File: src/rtl/led_pkg.sv
// Shared constants for the LED pattern generator: animation modes, FSM state
// encoding and the default power-on pattern.
package led_pkg;

  localparam logic [1:0] MODE_STATIC = 2'b00;
  localparam logic [1:0] MODE_ROTL   = 2'b01;
  localparam logic [1:0] MODE_BLINK  = 2'b10;
  localparam logic [1:0] MODE_COUNT  = 2'b11;

  localparam logic [7:0] RESET_PAT_DEF = 8'hAA;

  typedef enum logic {
    ST_RUN  = 1'b0,
    ST_LOAD = 1'b1
  } state_t;

  // Pattern after one animation step. BLINK uses the phase being entered:
  // phase 1 blanks the LEDs, phase 0 shows the base pattern again.
  function automatic logic [7:0] step_pattern(input logic [1:0] mode,
                                              input logic [7:0] cur,
                                              input logic [7:0] base,
                                              input logic       next_phase);
    logic [7:0] nxt;
    nxt = cur;
    case (mode)
      MODE_ROTL:  nxt = {cur[6:0], cur[7]};
      MODE_BLINK: nxt = next_phase ? 8'h00 : base;
      MODE_COUNT: nxt = cur + 8'd1;
      default:    nxt = cur;
    endcase
    return nxt;
  endfunction

endpackage

File: src/rtl/led_pattern_gen_tick_prescaler.sv
// Step-rate prescaler: counts 0..TICK_DIV-1 and flags the terminal count as a
// tick. A clear restarts the count; hold freezes it without losing position.
module tick_prescaler #(
  parameter int TICK_DIV = 25_000_000,
  parameter int CNT_W    = (TICK_DIV > 1) ? $clog2(TICK_DIV) : 1
) (
  input  logic clk,
  input  logic rst,
  input  logic clr,
  input  logic hold,
  output logic tick
);

  localparam logic [CNT_W-1:0] CNT_MAX = CNT_W'(TICK_DIV - 1);

  logic [CNT_W-1:0] cnt_q;
  logic [CNT_W-1:0] cnt_d;
  logic             at_max;

  assign at_max = (cnt_q == CNT_MAX);
  assign tick   = at_max & ~hold;

  // Next count: clear has priority over hold so a command reloads the phase
  // of the animation even while frozen.
  always_comb begin
    cnt_d = cnt_q;
    if (clr) begin
      cnt_d = '0;
    end else if (hold) begin
      cnt_d = cnt_q;
    end else if (at_max) begin
      cnt_d = '0;
    end else begin
      cnt_d = cnt_q + CNT_W'(1);
    end
  end

  // Counter register.
  always_ff @(posedge clk or posedge rst) begin
    if (rst) begin
      cnt_q <= '0;
    end else begin
      cnt_q <= cnt_d;
    end
  end

endmodule

File: src/rtl/led_pattern_gen.sv
// LED pattern source: accepts a pattern/mode command over valid/ready and
// animates it (static, rotate-left, blink, count) once per prescaled step.
module led_pattern_gen
  import led_pkg::*;
#(
  parameter int         TICK_DIV  = 25_000_000,
  parameter logic [7:0] RESET_PAT = RESET_PAT_DEF
) (
  input  logic       clk,
  input  logic       rst,
  input  logic       cmd_valid,
  output logic       cmd_ready,
  input  logic [1:0] cmd_mode,
  input  logic [7:0] cmd_data,
  input  logic       freeze,
  output logic [7:0] led_out,
  output logic       step_tick
);

  state_t     state_q,     state_d;
  logic       cmd_ready_q, cmd_ready_d;
  logic [7:0] led_q,       led_d;
  logic [7:0] base_q,      base_d;
  logic [1:0] mode_q,      mode_d;
  logic       phase_q,     phase_d;
  logic       step_tick_q, step_tick_d;

  logic tick;
  logic accept;
  logic apply_step;

  // A command is taken whenever the registered ready is high; the prescaler
  // is cleared on that same edge so the next step lands TICK_DIV edges later.
  assign accept = cmd_valid & cmd_ready_q;

  tick_prescaler #(
    .TICK_DIV (TICK_DIV)
  ) u_prescaler (
    .clk  (clk),
    .rst  (rst),
    .clr  (accept),
    .hold (freeze),
    .tick (tick)
  );

  // An accept on the tick edge wins and the tick is dropped.
  assign apply_step = tick & (state_q == ST_RUN) & ~accept;

  // Next-state and next-output logic for the command FSM and pattern regs.
  always_comb begin
    state_d     = state_q;
    cmd_ready_d = cmd_ready_q;
    led_d       = led_q;
    base_d      = base_q;
    mode_d      = mode_q;
    phase_d     = phase_q;
    step_tick_d = 1'b0;
    case (state_q)
      ST_RUN: begin
        if (accept) begin
          state_d     = ST_LOAD;
          cmd_ready_d = 1'b0;
          led_d       = cmd_data;
          base_d      = cmd_data;
          mode_d      = cmd_mode;
          phase_d     = 1'b0;
        end else if (apply_step) begin
          step_tick_d = 1'b1;
          if (mode_q == MODE_BLINK) begin
            phase_d = ~phase_q;
          end
          led_d = step_pattern(mode_q, led_q, base_q, ~phase_q);
        end
      end
      ST_LOAD: begin
        state_d     = ST_RUN;
        cmd_ready_d = 1'b1;
      end
      default: begin
        state_d     = ST_RUN;
        cmd_ready_d = 1'b1;
      end
    endcase
  end

  // FSM, pattern and output registers; reset returns to the power-on pattern.
  always_ff @(posedge clk or posedge rst) begin
    if (rst) begin
      state_q     <= ST_RUN;
      cmd_ready_q <= 1'b1;
      led_q       <= RESET_PAT;
      base_q      <= RESET_PAT;
      mode_q      <= MODE_STATIC;
      phase_q     <= 1'b0;
      step_tick_q <= 1'b0;
    end else begin
      state_q     <= state_d;
      cmd_ready_q <= cmd_ready_d;
      led_q       <= led_d;
      base_q      <= base_d;
      mode_q      <= mode_d;
      phase_q     <= phase_d;
      step_tick_q <= step_tick_d;
    end
  end

  assign cmd_ready = cmd_ready_q;
  assign led_out   = led_q;
  assign step_tick = step_tick_q;

endmodule

File: config.mk
export PLATFORM = sky130hd
export DESIGN_NAME = led_pattern_gen
export DESIGN_NICKNAME = d
export VERILOG_FILES = /design/src/rtl/led_pkg.sv /design/src/rtl/led_pattern_gen_tick_prescaler.sv /design/src/rtl/led_pattern_gen.sv
export SDC_FILE = /design/constraint.sdc
export NUM_CORES = 1
export LEC_CHECK = 0
export CAP_MARGIN = 0
export CORE_ASPECT_RATIO = 1.2
export CORE_MARGIN = 2
export CORE_UTILIZATION = 45
export DETAILED_ROUTE_END_ITERATION = 12
export PLACE_DENSITY_LB_ADDON = 0.08
export SLEW_MARGIN = 20
export SYNTH_ARGS = -nofsm -noshare
export SYNTH_HDL_FRONTEND = slang
export SYNTH_SLANG_ARGS = --single-unit
File: constraint.sdc
create_clock -name clk -period 2.2 [get_ports clk]
set_clock_uncertainty 0.1 [all_clocks]
set_input_delay 0.22 -clock clk [delete_from_list [all_inputs] [get_ports clk]]
set_output_delay 0.22 -clock clk [all_outputs]
set_load 0.01 [all_outputs]
==> results_dict.tcl, run 1 <==
set metrics [dict create \
    cap_viol_max_count 0 \
    firstDrtPassIters 4 \
    arrival_ns 2.17 \
    syn_to_final_growth_pct 24.98 \
    grt_overflow 0 \
    drive_gt1_frac 0.2430 \
    numPortBuffers 23 \
    postCtsSetupBuffers 0 \
    dp_cells 393 \
    fin_crit_sh 0.9416 \
    critPathSlowestCell "dfrtp_1" \
    reg2reg_to "led_out[4]" \
    use_met2 0.3774 \
    post_dp_cell_area_um2 3191 \
    endpoint_kind "flop" \
    crit_path_start "u_prescaler.cnt_q[0]" \
    synth_common_cells "dfrtp_1 (38), nor2_1 (28), nand2_1 (20)" \
    ant_nets 0 \
    setup_viol 0 \
    max_slew_margin 0.6137 \
    ff2ff_setup_slack_ns 0.13 \
    numCtsBuffers 5 \
    viasPerCell 5.688 \
    cp-start-kind "flop" \
    fin_crit_ns 2.072 \
    crit_fanout 5 \
    cts_tree "yes" \
    synthArstFlopShare 1.000 \
    setup_ws_ns 0.1285 \
    core_um2 5705 \
    min_path_type "in2async" \
    yosysTopAreaCellShare 0.3568 \
    avgSynthCellArea_um2 9.871 \
    htreeDepth 2 \
    hpwl_um 4764 \
    die_h_um 88.30 \
    yosysTopAreaCell "dfrtp_1" \
    wl_per_cell_um 16.34 \
    p_total_mw 1.953 \
    rsz0062_at_grt "false" \
    finalHoldViolCount 0 \
    ys_top_cells_by_area "dfrtp_1 (36%), dfstp_2 (8.9%), mux2_2 (5.5%), nor2_1 (3.9%), xnor2_1 (3.3%)" \
    fill_cells 499 \
    root_buffer "clkbuf_8" \
    numClockSinks 47 \
    drv_slew 0 \
    met1_usage 0.2712 \
    syn-instance-count 270 \
    die-area_um2 6556 \
    yosysMostFrequentCell "dfrtp_1" \
    drc_errors 0 \
    cp-endpoint "led_out[4]" \
    grt_max_degree 29 \
    irDropWorstVdd_mv 0.3594 \
    yosys_warnings 0 \
    fmax_mhz 482.7 \
    routed_wl_um 6554 \
    finalHoldWorstSlack_ns 0.1380 \
    path_class "reg2reg" \
    syn_nets 288 \
    status "complete, no violations" \
    antenna_found_initial 0 \
    vias 2281 \
    final_area_um2 3331 \
    clkTransAtPathRegs_ns 0.09 \
    netlist_area_um2 2665 \
    required_ns 2.30 \
    synthFlopType "dfrtp_1" \
    cp_cell_sequence "ha_1, nand4_2, nand4b_4, buf_4, nor4_4, nor2_1, mux2_2" \
    num_io_pins 24 \
    core.rowCount 30 \
    grt_pass1_wl_um 10940 \
    met3_usage 0.03189 \
    cts_max_path_buffers 2 \
    fin_cells 401 \
    die_w_um 74.25 \
    synth_seq_area_share 0.4455 \
    place_worst_setup_slack_ns -0.08010 \
    p_leak_nw 1.423 \
    ys_seq_elements 47 \
    routabilityCongestion 0.8756 \
    layout.nets 338 \
    clk_latency_ns 0.30 \
    first_iter_violations 104 \
    initial_utilization 0.4671 \
    r2r_cells 7 \
    power_density_nw_per_um2 586.4 \
    cpPeakStageDelay_ns 0.41 \
    tightest_slew_ns 0.5773 \
    top_usage_layer "met2" \
    synth_cell_type_count 60 \
    synth_edf_count 0 \
    diodes 0 \
    track_usage 0.2164 \
    grt_pass1_vias 2257 \
    timing.rr.start "u_prescaler.cnt_q[0]" \
    cts_hold_buf 0 \
]
-- metal layers --
| layer | share of wire | routed length [um] |
|---|---|---|
| met3 | 0.030 | 198 |
| met5 | 0 | 0 |
| met4 | 0.023 | 153 |
| met2 | 0.50 | 3294 |
| met1 | 0.44 | 2907 |
-- metrics by stage --
stage,setup TNS (ns),utilization
after CTS,0,0.5807
after global placement,-0.03494,0.5592
final,0,0.5838
after global routing,0,0.5838
after floorplan,0,-
after detailed placement,-0.2045,0.5592
-- sequential cells by signal, indices dropped and copies added (netlist names) --
register,cells
u_prescaler.cnt_q,25
led_out,8
mode_q,2
cmd_ready,1
phase_q,1
step_tick,1
state_q,1
base_q,8
-- area by class of cell --
type | count | area, um^2 | share of cell area
clock inverter | 2 | 35.03 | 0.01052
inverter | 11 | 41.29 | 0.01240
sequential | 47 | 1187 | 0.3565
clock buffer | 6 | 82.58 | 0.02479
timing repair buffer | 52 | 460.4 | 0.1382
tap | 80 | 100.1 | 0.03005
multi-input combinational | 203 | 1424 | 0.4275
-- placed cells by master (no fill, tap or decap), drive strengths merged, types with 2 or more instances in the layout --
cell,instances
and4,2
o2bb2ai,4
dfstp,9
nand4b,2
nor3,9
ha,4
a222oi,3
nand4,7
and2,3
nor2,28
mux2,13
dfrtp,38
clkdlybuf4s50,23
xor2,4
xnor2,10
nand3b,4
nand2,20
nor4,6
o32ai,2
a21oi,7
clkbuf,6
o22ai,3
a32oi,3
inv,11
o31a,2
nand3,14
and3,2
a31oi,4
nor2b,2
nor4b,2
o21ai,17
buf,29
or3,4
a21bo,3
-- critical path: cells and delay by family, from the launching register on --
kind	cells	cell delay, ns
flip-flops	1	0.41
AND/OR/NAND/NOR	4	0.70
multiplexers	1	0.39
buffers and inverters	1	0.13
adder cells (fa/ha/maj)	1	0.23
-- report_power, final --
| group | internal (mW) | total [mW] | switching (mW) |
|---|---|---|---|
| Clock | 0.368 | 0.663 | 0.295 |
| Combinational | 0.146 | 0.283 | 0.138 |
| Sequential | 0.930 | 1.01 | 0.0770 |
| Total | 1.44 | 1.95 | 0.509 |
-- cells by family after synthesis --
group / share of synthesized area
buffers and inverters: 0.02864
AOI/OAI and AO/OA: 0.1629
xor gates and xnor gates: 0.04601
adders and majority gates: 0.01878
muxes: 0.05493
and+or+nand+nor: 0.2432
DFF: 0.4455
-- repair_timing --
action / CTS / global route
gates cloned: 0 / 0
setup endpoints to repair: 3 / 2
pin swaps: 0 / 0
resized for setup: 1 / 3
hold endpoints to repair: 0 / 0
-- how the worst min path moves through the flow --
| stage | startpoint | endpoint | slack (ns) | cells after the start |
|---|---|---|---|---|
| 3_3_place_gp | base_q[6] | base_q[6] | 0.39 | 1 |
| 2_1_floorplan | cmd_mode[0] | mode_q[0] | 0.24 | 2 |
| 4_1_cts | rst | mode_q[1] | 0.14 | 2 |
| 5_1_grt | rst | mode_q[1] | 0.17 | 2 |
| 6_report | rst | mode_q[1] | 0.14 | 2 |
| 3_5_place_dp | u_prescaler.cnt_q[21] | u_prescaler.cnt_q[21] | 0.39 | 1 |
No activity file was read; power rests on OpenSTA's default activity.
==> inputs of run 2 (changes only) <==
- REMOVE_ABC_BUFFERS: default -> 1
==> run 2 against run 1 <==
Final cell count fell by 2.0%. Global-route usage grew 0.90 points. Flip-flop and latch count is the same. Hold slack improved by 0.050 ns. Die area is the same.
==> results_dict.tcl, run 2 (synthesis results as in run 1) <==
set metrics [dict create \
    syn_to_final_growth_pct 20.42 \
    fin_crit_sh 0.9644 \
    largest_reg_flops 25 \
    place_worst_setup_slack_ns 0.07761 \
    layout.nets 330 \
    grt_pass1_wl_um 11240 \
    arrival_ns 2.27 \
    irDropWorstVdd_mv 0.4316 \
    htreeDepth 2 \
    core_um2 5705 \
    fmax_mhz 471.3 \
    finalHoldWorstSlack_ns 0.1879 \
    final.setup.tns_ns 0 \
    viasPerCell 5.763 \
    firstDrtPassIters 4 \
    endpoint_kind "flop" \
    p_leak_nw 1.360 \
    postCtsSetupBuffers 0 \
    antenna_found_initial 0 \
    cp-start-kind "flop" \
    setup_viol 0 \
    core.rowCount 30 \
    grt_overflow 0 \
    tightest_slew_ns 0.5669 \
    drc_errors 0 \
    die-area_um2 6556 \
    diodes 0 \
    numClockSinks 47 \
    die_h_um 88.30 \
    grt_max_degree 28 \
    wl_per_cell_um 16.76 \
    drv_slew 0 \
    fin_crit_ns 2.122 \
    crit_fanout 6 \
    layout_commonest_cell "dfrtp_1" \
    numPortBuffers 23 \
    num_io_pins 24 \
    grt_pass1_vias 2275 \
    p_total_mw 1.815 \
    min_path_type "in2async" \
    max_flop_register "u_prescaler.cnt_q" \
    multi_input_area_um2 1401 \
    drive_gt1_frac 0.2077 \
    ctsResizeCount 0 \
    setup_ws_ns 0.07838 \
    routed_wl_um 6586 \
    max_slew_margin 0.6215 \
    register_area_um2 1187 \
    numCtsBuffers 5 \
    routabilityCongestion 0.9203 \
    die_w_um 74.25 \
    track_usage 0.2255 \
    status "complete, no violations" \
    hpwl_um 4659 \
    initial_utilization 0.4671 \
    path_class "reg2reg" \
    layout_common_cells "dfrtp_1 (38), nor2_1 (28), clkdlybuf4s50_1 (23), buf_4 (21), nand2_1 (20)" \
    ant_nets 0 \
    vias 2265 \
    cts_tree "yes" \
    clkTransAtPathRegs_ns 0.09 \
    cts_max_path_buffers 2 \
    power_density_nw_per_um2 565.4 \
    final_util 0.5625 \
    clk_latency_ns 0.30 \
    first_iter_violations 98 \
    required_ns 2.35 \
    rsz0062_at_grt "true" \
    cts_hold_buf 0 \
    fill_cells 537 \
    root_buffer "clkbuf_8" \
    cap_viol_max_count 0 \
    finalHoldViolCount 0 \
]
[run 2: routing by layer]
metal	wire, um	track usage	share of wire	vias up
met2	3330	0.3864	0.51	52
met4	160	0.09903	0.024	0
met1	2898	0.2793	0.44	1113
met3	197	0.03645	0.030	12
met5	0	0	0	-
li1	-	-	-	1088
[run 2: report_power, final]
group	switching, mW	internal (mW)	total (mW)
sequential	0.0814	0.930	1.01
clock	0.289	0.254	0.543
combinational	0.127	0.133	0.260
[run 2: final cells by class]
cell class / count / area share
clock buffer: 7 / 0.02690
clock inverter: 1 / 0.001559
inverter: 11 / 0.01287
sequential: 47 / 0.3700
tap: 80 / 0.03119
timing repair buffer: 44 / 0.1209
multi-input combinational: 203 / 0.4366
[run 2: critical path: stages (launching register included)]
cell,delay (ns)
dfrtp_1,0.46
nor4b_4,0.34
nand4b_4,0.18
or3_4,0.44
or4_1,0.47
nand3_1,0.09
[run 2: final timing paths]
path,start,end,slack (ns),cells past startpoint
worst min-delay path,rst,led_out[2],0.19,2
worst max-delay path,u_prescaler.cnt_q[23],phase_q,0.08,5
worst max register to register,u_prescaler.cnt_q[23],phase_q,0.08,5
min in group clk,cmd_mode[0],mode_q[0],0.41,3
max in group asynchronous,rst,u_prescaler.cnt_q[14],1.22,3
worst min register to register,u_prescaler.cnt_q[21],u_prescaler.cnt_q[21],0.41,1
[run 2: stage by stage]
stage | std cells | area (um^2)
global placement | 385 | 3118
CTS | 393 | 3209
global route | 393 | 3209
finish | 393 | 3209
detailed placement | 385 | 3118
floorplan | 261 | 2630
==> inputs of run 3 (changes only) <==
- ABC_AREA: default -> 1
- CORE_MARGIN: 2 -> 10
- PLACE_DENSITY: default -> 0.67
- PLACE_DENSITY_LB_ADDON: 0.08 -> default
==> run 3 against run 2 <==
Critical path depth up 5. Design area increased by 9.0%. Sequential share of layout area is 3.1 points lower. Via count rose by 26%. Fmax up 15%. Area after synthesis is 16% higher. Clock power is 3% lower. Sequential power is essentially flat. First-iteration DRC count is 42% higher. Register-to-register slack improved by 0.27 ns. Final cell count rose by 44%. Largest power group unchanged.
==> results_dict.tcl, run 3 <==
set metrics [dict create \
    layout_common_cells "nand2_1 (143), nor2_1 (66), inv_1 (43), dfrtp_1 (38), nand3_1 (35)" \
    grt_pass1_wl_um 12700 \
    fin_crit_ns 1.852 \
    numCtsBuffers 5 \
    power_density_nw_per_um2 516.9 \
    hpwl_um 5729 \
    irDropWorstVdd_mv 0.3736 \
    path_class "reg2reg" \
    critPathSlowestCell "dfrtp_1" \
    required_ns 2.29 \
    yosysTopAreaCell "dfrtp_1" \
    finalHoldViolCount 0 \
    cp-start-kind "flop" \
    layout.nets 497 \
    cpPeakStageDelay_ns 0.42 \
    setup_viol 0 \
    clkPwrFrac 0.292 \
    ant_nets 0 \
    fill_cells 712 \
    antenna_found_initial 0 \
    syn_to_final_growth_pct 13.29 \
    p_switching_mw 0.5507 \
    die_h_um 110.7 \
    fmax_mhz 539.9 \
    synthArstFlopShare 1.000 \
    timing.rr.start "u_prescaler.cnt_q[0]" \
    ctsResizeCount 0 \
    max_slew_margin 0.7104 \
    diodes 0 \
    r2r_cells 10 \
    endpoint_kind "flop" \
    routed_wl_um 7514 \
    crit_fanout 11 \
    viasPerCell 5.025 \
    drc_errors 0 \
    final.setup.tns_ns 0 \
    p_sw_frac 0.3045 \
    ys_top_cells_by_area "dfrtp_1 (31%), nand2_1 (17%), nor2_1 (8.0%), dfstp_2 (7.7%), nand3_1 (5.7%)" \
    num_io_pins 24 \
    clkTransAtPathRegs_ns 0.09 \
    core.rowCount 33 \
    grt_pass1_vias 2750 \
    synthFlopType "dfrtp_1" \
    syn-instance-count 454 \
    status "complete, no violations" \
    drv_slew 0 \
    core_um2 6771 \
    root_buffer "clkbuf_8" \
    synth_common_cells "nand2_1 (143), nor2_1 (66), inv_1 (44)" \
    cts_max_path_buffers 2 \
    arrival_ns 1.94 \
    firstDrtPassIters 4 \
    vias 2849 \
    htreeDepth 2 \
    postCtsSetupBuffers 0 \
    die-area_um2 10590 \
    numClockSinks 47 \
    yosys_warnings 0 \
    fin_crit_sh 0.8420 \
    tightest_slew_ns 0.4337 \
    track_usage 0.1451 \
    wl_per_cell_um 13.25 \
    reg2reg_to "u_prescaler.cnt_q[13]" \
    cap_viol_max_count 0 \
    netlist_area_um2 3088 \
    yosysTopAreaCellShare 0.3079 \
    synth_edf_count 0 \
    yosysMostFrequentCell "nand2_1" \
    ys_seq_elements 47 \
    initial_utilization 0.4560 \
    seqPwrFrac 0.561 \
    routabilityCongestion 0.9142 \
    layout_commonest_cell "nand2_1" \
    internal_power_mw 1.258 \
    ff2ff_setup_slack_ns 0.35 \
    pwr-share-comb 0.147 \
    grt_overflow 0 \
    max_flop_register "u_prescaler.cnt_q" \
    largest_reg_flops 25 \
    grt_max_degree 30 \
    drive_gt1_frac 0.1250 \
    cts_tree "yes" \
    cp-endpoint "u_prescaler.cnt_q[13]" \
    rsz0062_at_grt "false" \
    die_w_um 95.62 \
    crit_path_start "u_prescaler.cnt_q[0]" \
    cts_hold_buf 0 \
    numPortBuffers 23 \
    critPathMostFrequentCell "nand2_2" \
    p_leak_nw 1.626 \
    avgSynthCellArea_um2 6.802 \
    cp_cell_sequence "ha_1, nand2_2, nor2_4, nand2_2, inv_2, nand3_4, nand2_2, nand2_2, inv_2, nor2_1" \
    synth_cell_type_count 32 \
    synth_seq_area_share 0.3845 \
    p_total_mw 1.808 \
    clk_latency_ns 0.30 \
    min_path_type "in2async" \
    first_iter_violations 139 \
]
-- run 3: cell count changes in the layout (fill, tap and decap cells not counted), moves of 13 or more --
cell and change:
nand3_1 +21, mux2_2 -13, buf_4 -18, inv_1 +33, nand2_1 +123, nor2_1 +38
-- run 3: kinds of logic (layout without fill, tap and decap cells) --
group           count (synthesis)  after routing  share of synthesized area
compound gates                 47             47                    0.08144
fa+ha+maj                       4              4                    0.01621
simple gates                  286            286                     0.4173
flops                          47             47                     0.3845
xor+xnor                        5              5                    0.01418
buf+inv                        65             91                    0.08630
-- run 3: layout make-up --
type                            instances  area, um^2  share of cell area
Multi-Input combinational cell        342        1634              0.4671
Sequential cell                        47        1187              0.3394
Timing Repair Buffer                   27       272.8             0.07797
Inverter                               56       210.2             0.06009
Tap cell                               87       108.9             0.03112
Clock buffer                            6       72.57             0.02074
Clock inverter                          2       12.51            0.003577
-- run 3: how the worst min path moves through the flow --
stage | start | to | slack (ns) | cells past startpoint
final | rst | state_q | 0.13 | 2
after global routing | rst | base_q[4] | 0.16 | 2
after CTS | rst | base_q[4] | 0.14 | 2
after detailed placement | base_q[1] | base_q[1] | 0.36 | 2
after global placement | base_q[5] | base_q[5] | 0.35 | 2
after floorplan | freeze | step_tick | 0.19 | 1
-- run 3: power by group through the flow --
stage,Sequential (mW),Clock [mW],Combinational (mW)
detailed placement,1.03,0,0.268
finish,1.01,0.529,0.266
global route,1.02,0.583,0.299
global placement,1.03,0,0.263
floorplan,1.00,0,0.199
CTS,1.01,0.546,0.270
-- run 3: through the flow --
step | util | hold slack [ns] | setup WS (ns) | instances | cell area [um^2]
2_1_floorplan | - | 0.1914 | -0.1180 | 445 | 3032
5_1_grt | 0.5166 | 0.1567 | 0.1918 | 567 | 3498
6_report | 0.5166 | 0.1290 | 0.3476 | 567 | 3498
3_3_place_gp | 0.5041 | 0.3515 | 0.3526 | 559 | 3413
4_1_cts | 0.5166 | 0.1419 | 0.3228 | 567 | 3498
3_5_place_dp | 0.5041 | 0.3620 | 0.3170 | 559 | 3413
-- run 3: critical path, delay by kind of cell (launching register included) --
| kind | cells | cell delay [ns] |
|---|---|---|
| flops | 1 | 0.42 |
| buf+inv | 2 | 0.27 |
| simple gates | 7 | 0.69 |
| fa+ha+maj | 1 | 0.25 |
-- run 3: metal layers --
metal  GRT usage  vias up  part of all wire
met1      0.1769     1299              0.44
met2      0.2493       54              0.51
met3     0.03184       11             0.041
met5           0        -                 0
met4     0.03350        0             0.015
li1            -     1485                 -
